<file path="src/rtl/pwm_capture_module.sv">
// PWM receive-side capture: measures high time and period of pwm_in and
// reports duty on a 0-255 scale via an 8-step restoring divider.
module pwm_capture_module #(
  parameter int unsigned      CNT_W   = 20,
  parameter logic [CNT_W-1:0] TIMEOUT = 20'd1000000
) (
  input  logic             CLK,
  input  logic             RSTn,
  input  logic             pwm_in,
  output logic [7:0]       duty,
  output logic             duty_valid,
  output logic [CNT_W-1:0] period,
  output logic             stuck
);

  localparam logic [1:0] M_WAIT = 2'd0;
  localparam logic [1:0] M_HIGH = 2'd1;
  localparam logic [1:0] M_LOW  = 2'd2;

  localparam logic [1:0] D_IDLE = 2'd0;
  localparam logic [1:0] D_RUN  = 2'd1;
  localparam logic [1:0] D_DONE = 2'd2;

  logic             r_sync1, r_sync2, r_sync_d;
  logic             w_rise, w_fall;
  logic [1:0]       r_mstate, r_dstate;
  logic [CNT_W-1:0] r_high_cnt, r_per_cnt;
  logic [CNT_W-1:0] w_per_inc;
  logic             w_tmo_hit, w_meas_tmo, w_wait_tmo, w_tmo_report, w_handoff;
  logic [CNT_W-1:0] r_rem, r_div;
  logic [6:0]       r_quo;
  logic [2:0]       r_iter;
  logic [CNT_W:0]   w_shift;
  logic [CNT_W-1:0] w_sub;
  logic             w_ge;
  logic [7:0]       w_qnext;
  logic             w_div_last;
  logic [7:0]       r_duty;
  logic [CNT_W-1:0] r_period;
  logic             r_valid, r_stuck;

  always_ff @(posedge CLK or negedge RSTn) begin
    if (!RSTn) begin
      r_sync1  <= 1'b0;
      r_sync2  <= 1'b0;
      r_sync_d <= 1'b0;
    end else begin
      r_sync1  <= pwm_in;
      r_sync2  <= r_sync1;
      r_sync_d <= r_sync2;
    end
  end

  assign w_rise = r_sync2 & ~r_sync_d;
  assign w_fall = ~r_sync2 & r_sync_d;

  assign w_tmo_hit    = (r_per_cnt == TIMEOUT);
  assign w_per_inc    = w_tmo_hit ? r_per_cnt : r_per_cnt + CNT_W'(1);
  assign w_meas_tmo   = w_tmo_hit && !w_rise && (r_mstate != M_WAIT);
  assign w_wait_tmo   = w_tmo_hit && !w_rise && (r_mstate == M_WAIT) && !r_stuck;
  assign w_tmo_report = w_meas_tmo | w_wait_tmo;
  assign w_handoff    = w_rise && (r_mstate == M_LOW) && (r_dstate == D_IDLE);

  // Counters load 1 on a rise so the rise cycle itself is counted:
  // a clean H-high/L-low input then yields high=H, period=H+L at the next edge.
  always_ff @(posedge CLK or negedge RSTn) begin
    if (!RSTn) begin
      r_mstate   <= M_WAIT;
      r_high_cnt <= '0;
      r_per_cnt  <= '0;
    end else if (w_rise && (r_mstate != M_HIGH)) begin
      r_mstate   <= M_HIGH;
      r_high_cnt <= CNT_W'(1);
      r_per_cnt  <= CNT_W'(1);
    end else if (w_meas_tmo) begin
      r_mstate <= M_WAIT;
    end else begin
      r_per_cnt <= w_per_inc;
      if (r_mstate == M_HIGH) begin
        if (w_fall) r_mstate <= M_LOW;
        else        r_high_cnt <= r_high_cnt + CNT_W'(1);
      end
    end
  end

  // Remainder stays below the divisor, so the subtraction fits in CNT_W bits.
  assign w_shift    = {r_rem, 1'b0};
  assign w_ge       = (w_shift >= {1'b0, r_div});
  assign w_sub      = w_shift[CNT_W-1:0] - r_div;
  assign w_qnext    = {r_quo, w_ge};
  assign w_div_last = (r_dstate == D_RUN) && (r_iter == 3'd7);

  always_ff @(posedge CLK or negedge RSTn) begin
    if (!RSTn) begin
      r_dstate <= D_IDLE;
      r_rem    <= '0;
      r_div    <= '0;
      r_quo    <= '0;
      r_iter   <= '0;
    end else begin
      case (r_dstate)
        D_IDLE: if (w_handoff) begin
          r_rem    <= r_high_cnt;
          r_div    <= r_per_cnt;
          r_quo    <= '0;
          r_iter   <= '0;
          r_dstate <= D_RUN;
        end
        D_RUN: begin
          r_rem  <= w_ge ? w_sub : w_shift[CNT_W-1:0];
          r_quo  <= w_qnext[6:0];
          r_iter <= r_iter + 3'd1;
          if (r_iter == 3'd7) r_dstate <= D_DONE;
        end
        D_DONE:  r_dstate <= D_IDLE;
        default: r_dstate <= D_IDLE;
      endcase
    end
  end

  // Results are written on the last iteration edge so they are visible
  // (with duty_valid) during the single D_DONE cycle.
  always_ff @(posedge CLK or negedge RSTn) begin
    if (!RSTn) begin
      r_duty   <= '0;
      r_period <= '0;
      r_valid  <= 1'b0;
      r_stuck  <= 1'b0;
    end else begin
      r_valid <= 1'b0;
      if (w_tmo_report) begin
        r_stuck  <= 1'b1;
        r_duty   <= r_sync2 ? 8'hFF : 8'h00;
        r_period <= '0;
        r_valid  <= 1'b1;
      end else if (w_div_last) begin
        r_duty   <= w_qnext;
        r_period <= r_div;
        r_valid  <= 1'b1;
      end
      if (w_rise) r_stuck <= 1'b0;
    end
  end

  assign duty       = r_duty;
  assign duty_valid = r_valid;
  assign period     = r_period;
  assign stuck      = r_stuck;

endmodule

</file>
<file path="config.mk">
export PLATFORM = sky130hd
export DESIGN_NAME = pwm_capture_module
export DESIGN_NICKNAME = d
export VERILOG_FILES = /design/src/rtl/pwm_capture_module.sv
export SDC_FILE = /design/constraint.sdc
export NUM_CORES = 1
export LEC_CHECK = 0
export ABC_AREA = 1
export CORE_MARGIN = 5
export CORE_UTILIZATION = 61
export CTS_CLUSTER_SIZE = 12
export DETAILED_ROUTE_END_ITERATION = 10
export GPL_ROUTABILITY_DRIVEN = 0
export HOLD_SLACK_MARGIN = 0.15
export PLACE_DENSITY_LB_ADDON = 0.1
export SYNTH_ARGS = -nofsm -noshare
export SYNTH_HDL_FRONTEND = slang
export SYNTH_SLANG_ARGS = --single-unit
</file>
<file path="constraint.sdc">
create_clock -name CLK -period 4.7 [get_ports CLK]
set_input_delay 0.94 -clock CLK [delete_from_list [all_inputs] [get_ports CLK]]
set_output_delay 0.94 -clock CLK [all_outputs]
set_load 0.05 [all_outputs]
</file>
==> impl_metrics.env <==
export IMPL_cp_arrival_ns=3.48
export IMPL_clk_latency_ns=0.42
export IMPL_synth_edff_count=0
export IMPL_synth_seq_cells=127
export IMPL_synthesis_area_um2=7280
export IMPL_die_y_um=119
export IMPL_drive_above_1_share_pct=4.67
export IMPL_synthToLayoutAreaGrowth_pct=13.7
export IMPL_grt_max_degree=67
export IMPL_slew_violations=0
export IMPL_hp_start="r_sync1"
export IMPL_r2r_end="r_rem[15]"
export IMPL_synthArstFlopShare_pct=100
export IMPL_p_leak_nw=3.99
export IMPL_ir_drop_mv=0.426
export IMPL_cp_num_buf_inv=5
export IMPL_relSlewSlack_pct=43.2
export IMPL_first_iter_violations=634
export IMPL_boundaryPins=33
export IMPL_crit_chain="nor2_1 > buf_4 > clkinv_1 > nand2_1 > inv_1 > nand2_1 > o31ai_1 > inv_1 > nand2_1 > inv_1"
export IMPL_die_area_um2=14200
export IMPL_drcViolationCount=0
export IMPL_stdcell_count=1175
export IMPL_fillCellCount=1002
export IMPL_maxCapViolCount=0
export IMPL_worstSetupStartpoint="r_dstate[1]"
export IMPL_endpoint_kind="flop"
export IMPL_rsz0062_at_grt="no"
export IMPL_timing_rr_start="r_dstate[1]"
export IMPL_outcome="completed"
export IMPL_crit_slowest_cell="nand2_1"
export IMPL_yosys_warnings=0
export IMPL_synth_top_flop_cell="dfrtp_1"
export IMPL_synth_seq_area_share_pct=43.7
export IMPL_grt_pass1_wl_um=30400
export IMPL_postLayoutCellArea_um2=8280
export IMPL_synthesis_nets=1017
export IMPL_wl_um=18200
export IMPL_cts_tree="built"
export IMPL_synth_area_leaders="dfrtp_1 (44%), nand2_1 (14%), inv_1 (7.2%)"
export IMPL_vias_per_cell=5.59
export IMPL_antenna_left=0
export IMPL_htree_levels=4
export IMPL_skew_ns=0.00908
export IMPL_post_dp_cell_area_um2=7710
export IMPL_setup_slack_ns=1.58
export IMPL_setup_violations_final=0
export IMPL_postCtsHoldBufs=0
export IMPL_dpl_worst_slack_ns=1.64
export IMPL_critical_path_max_stage_delay_ns=0.92
export IMPL_syn_avg_cell_area_um2=7.37
export IMPL_grt_ovfl_total=0
export IMPL_crit_required_ns=5.07
export IMPL_cts_buffer_depth=2
export IMPL_rr_worst_depth=10
export IMPL_crit_fanout=28
export IMPL_cp_start_kind="flop"
export IMPL_min_period_over_period_pct=66.3
export IMPL_period_needed_ns=3.12
export IMPL_dp_cells=1145
export IMPL_yosysUniqueCellTypes=39
export IMPL_ctsResizeCount=0
export IMPL_synth_top_cell_by_area="dfrtp_1"
export IMPL_rrSetupSlack_ns=1.58
export IMPL_grt_pass1_vias=6176
export IMPL_worstMarginPinSlew_ns=0.852
export IMPL_cts_buffers=17
export IMPL_setup_tns_ns=0
export IMPL_wl_per_cell_um=15.5
export IMPL_start_util_pct=61.4
export IMPL_synth_top_area_share_pct=43.7
export IMPL_diodes=0
export IMPL_cts_clk_slew_worst_paths_ns=0.06
export IMPL_first_pass_iters=5
export IMPL_dp_hpwl_um=13500
export IMPL_cp_depth=10
export IMPL_core_area_um2=11900
export IMPL_vias=6563
export IMPL_grt_usage_pct=26.8
export IMPL_power_density_cell_area_nw_per_um2=665
export IMPL_antenna_found_initial=0
export IMPL_crit_path_end="r_rem[15]"
export IMPL_min_path_type="reg -> reg"
export IMPL_critPathTopFamily="buffers and inverters"
export IMPL_rows=40
export IMPL_postCtsSetupRepairBufs=0
export IMPL_die_w_um=119
export IMPL_clock_fmax_mhz=321
export IMPL_yosysMostFrequentCell="nand2_1"
export IMPL_port_buffers=32
export IMPL_synthTopCellsByCount="nand2_1 (278), inv_1 (140), dfrtp_1 (127), o21ai_0 (79), nor2_1 (78)"
export IMPL_cts_root_buf="clkbuf_16"
export IMPL_fin_nets=1046
export IMPL_crit_type="reg -> reg"
export IMPL_synthCells=988
export IMPL_clock_sinks=127
export IMPL_hold_viol_final=0
## stage by stage
step           total power, W  utilization (%)  hold slack [ns]
2_1_floorplan         0.00352                -            0.331
3_3_place_gp          0.00414             65.0            0.336
3_5_place_dp          0.00419             65.0            0.340
4_1_cts               0.00549             69.8            0.361
5_1_grt               0.00596             69.8            0.371
6_report              0.00551             69.8            0.359
## routing by layer
| layer | part of all wire (%) | GRT usage (%) | vias to the layer above |
|---|---|---|---|
| met5 | 0 | 0 | - |
| met4 | 2.9 | 9.85 | 0 |
| li1 | - | - | 3244 |
| met1 | 46 | 38.3 | 3065 |
| met3 | 6.4 | 5.41 | 43 |
| met2 | 45 | 40.7 | 211 |
## power breakdown
group | total (W) | switching [W] | internal (W)
logic | 0.00265 | 0.00176 | 0.000889
clock network | 0.00127 | 0.000469 | 0.000802
registers | 0.00158 | 0.000217 | 0.00136
## sequential cells by signal (all words and copies together) (netlist names), 2 cells and up
register	count
r_div	20
r_mstate	2
period	20
r_per_cnt	20
r_rem	20
r_dstate	2
duty	8
r_high_cnt	20
r_quo	7
r_iter	3
## worst min-delay path by stage
stage	to	slack, ns	cells past startpoint
detailed placement	r_sync2	0.34	0
finish	r_sync2	0.36	0
global placement	r_sync2	0.34	0
CTS	r_sync2	0.36	0
global route	r_sync2	0.37	0
floorplan	r_sync2	0.33	0
## cell families (layout without fill, tap and decap cells)
| family | Yosys count | after routing | synth area share [%] |
|---|---|---|---|
| simple gates | 479 | 479 | 27.8 |
| buf+inv | 174 | 214 | 9.31 |
| compound gates | 159 | 159 | 11.9 |
| flops | 127 | 127 | 43.7 |
| fa+ha+maj | 26 | 26 | 4.57 |
| xor+xnor | 23 | 23 | 2.77 |
## layout make-up
| cell class | instances | area (um2) | area share, % |
|---|---|---|---|
| Multi-Input combinational cell | 687 | 3430 | 41.5 |
| Sequential cell | 127 | 3180 | 38.4 |
| Clock inverter | 9 | 110 | 1.33 |
| Clock buffer | 21 | 460 | 5.56 |
| Tap cell | 147 | 184 | 2.22 |
| Timing Repair Buffer | 38 | 363 | 4.38 |
| Inverter | 146 | 549 | 6.64 |
## cells in the final DEF, fill, tap and decap left out, drive strengths merged, types with 2 or more instances in the layout
| cell | Yosys | final |
|---|---|---|
| nand3 | 61 | 61 |
| inv | 142 | 144 |
| o22ai | 8 | 8 |
| nor2 | 80 | 80 |
| xnor2 | 8 | 8 |
| ha | 25 | 25 |
| o21ai | 82 | 82 |
| clkdlybuf4s50 | 0 | 31 |
| clkinv | 4 | 6 |
| a22o | 2 | 2 |
| a21oi | 48 | 48 |
| nor3 | 29 | 29 |
| nand4 | 17 | 17 |
| o31ai | 12 | 12 |
| dfrtp | 127 | 127 |
| o21bai | 2 | 2 |
| clkinvlp | 0 | 3 |
| nand2 | 280 | 280 |
| nor4 | 4 | 4 |
| a31oi | 3 | 3 |
| nand3b | 5 | 5 |
| buf | 9 | 7 |
| clkbuf | 19 | 21 |
| bufinv | 0 | 2 |
| xor2 | 15 | 15 |
(Power assumes the default switching activity.)
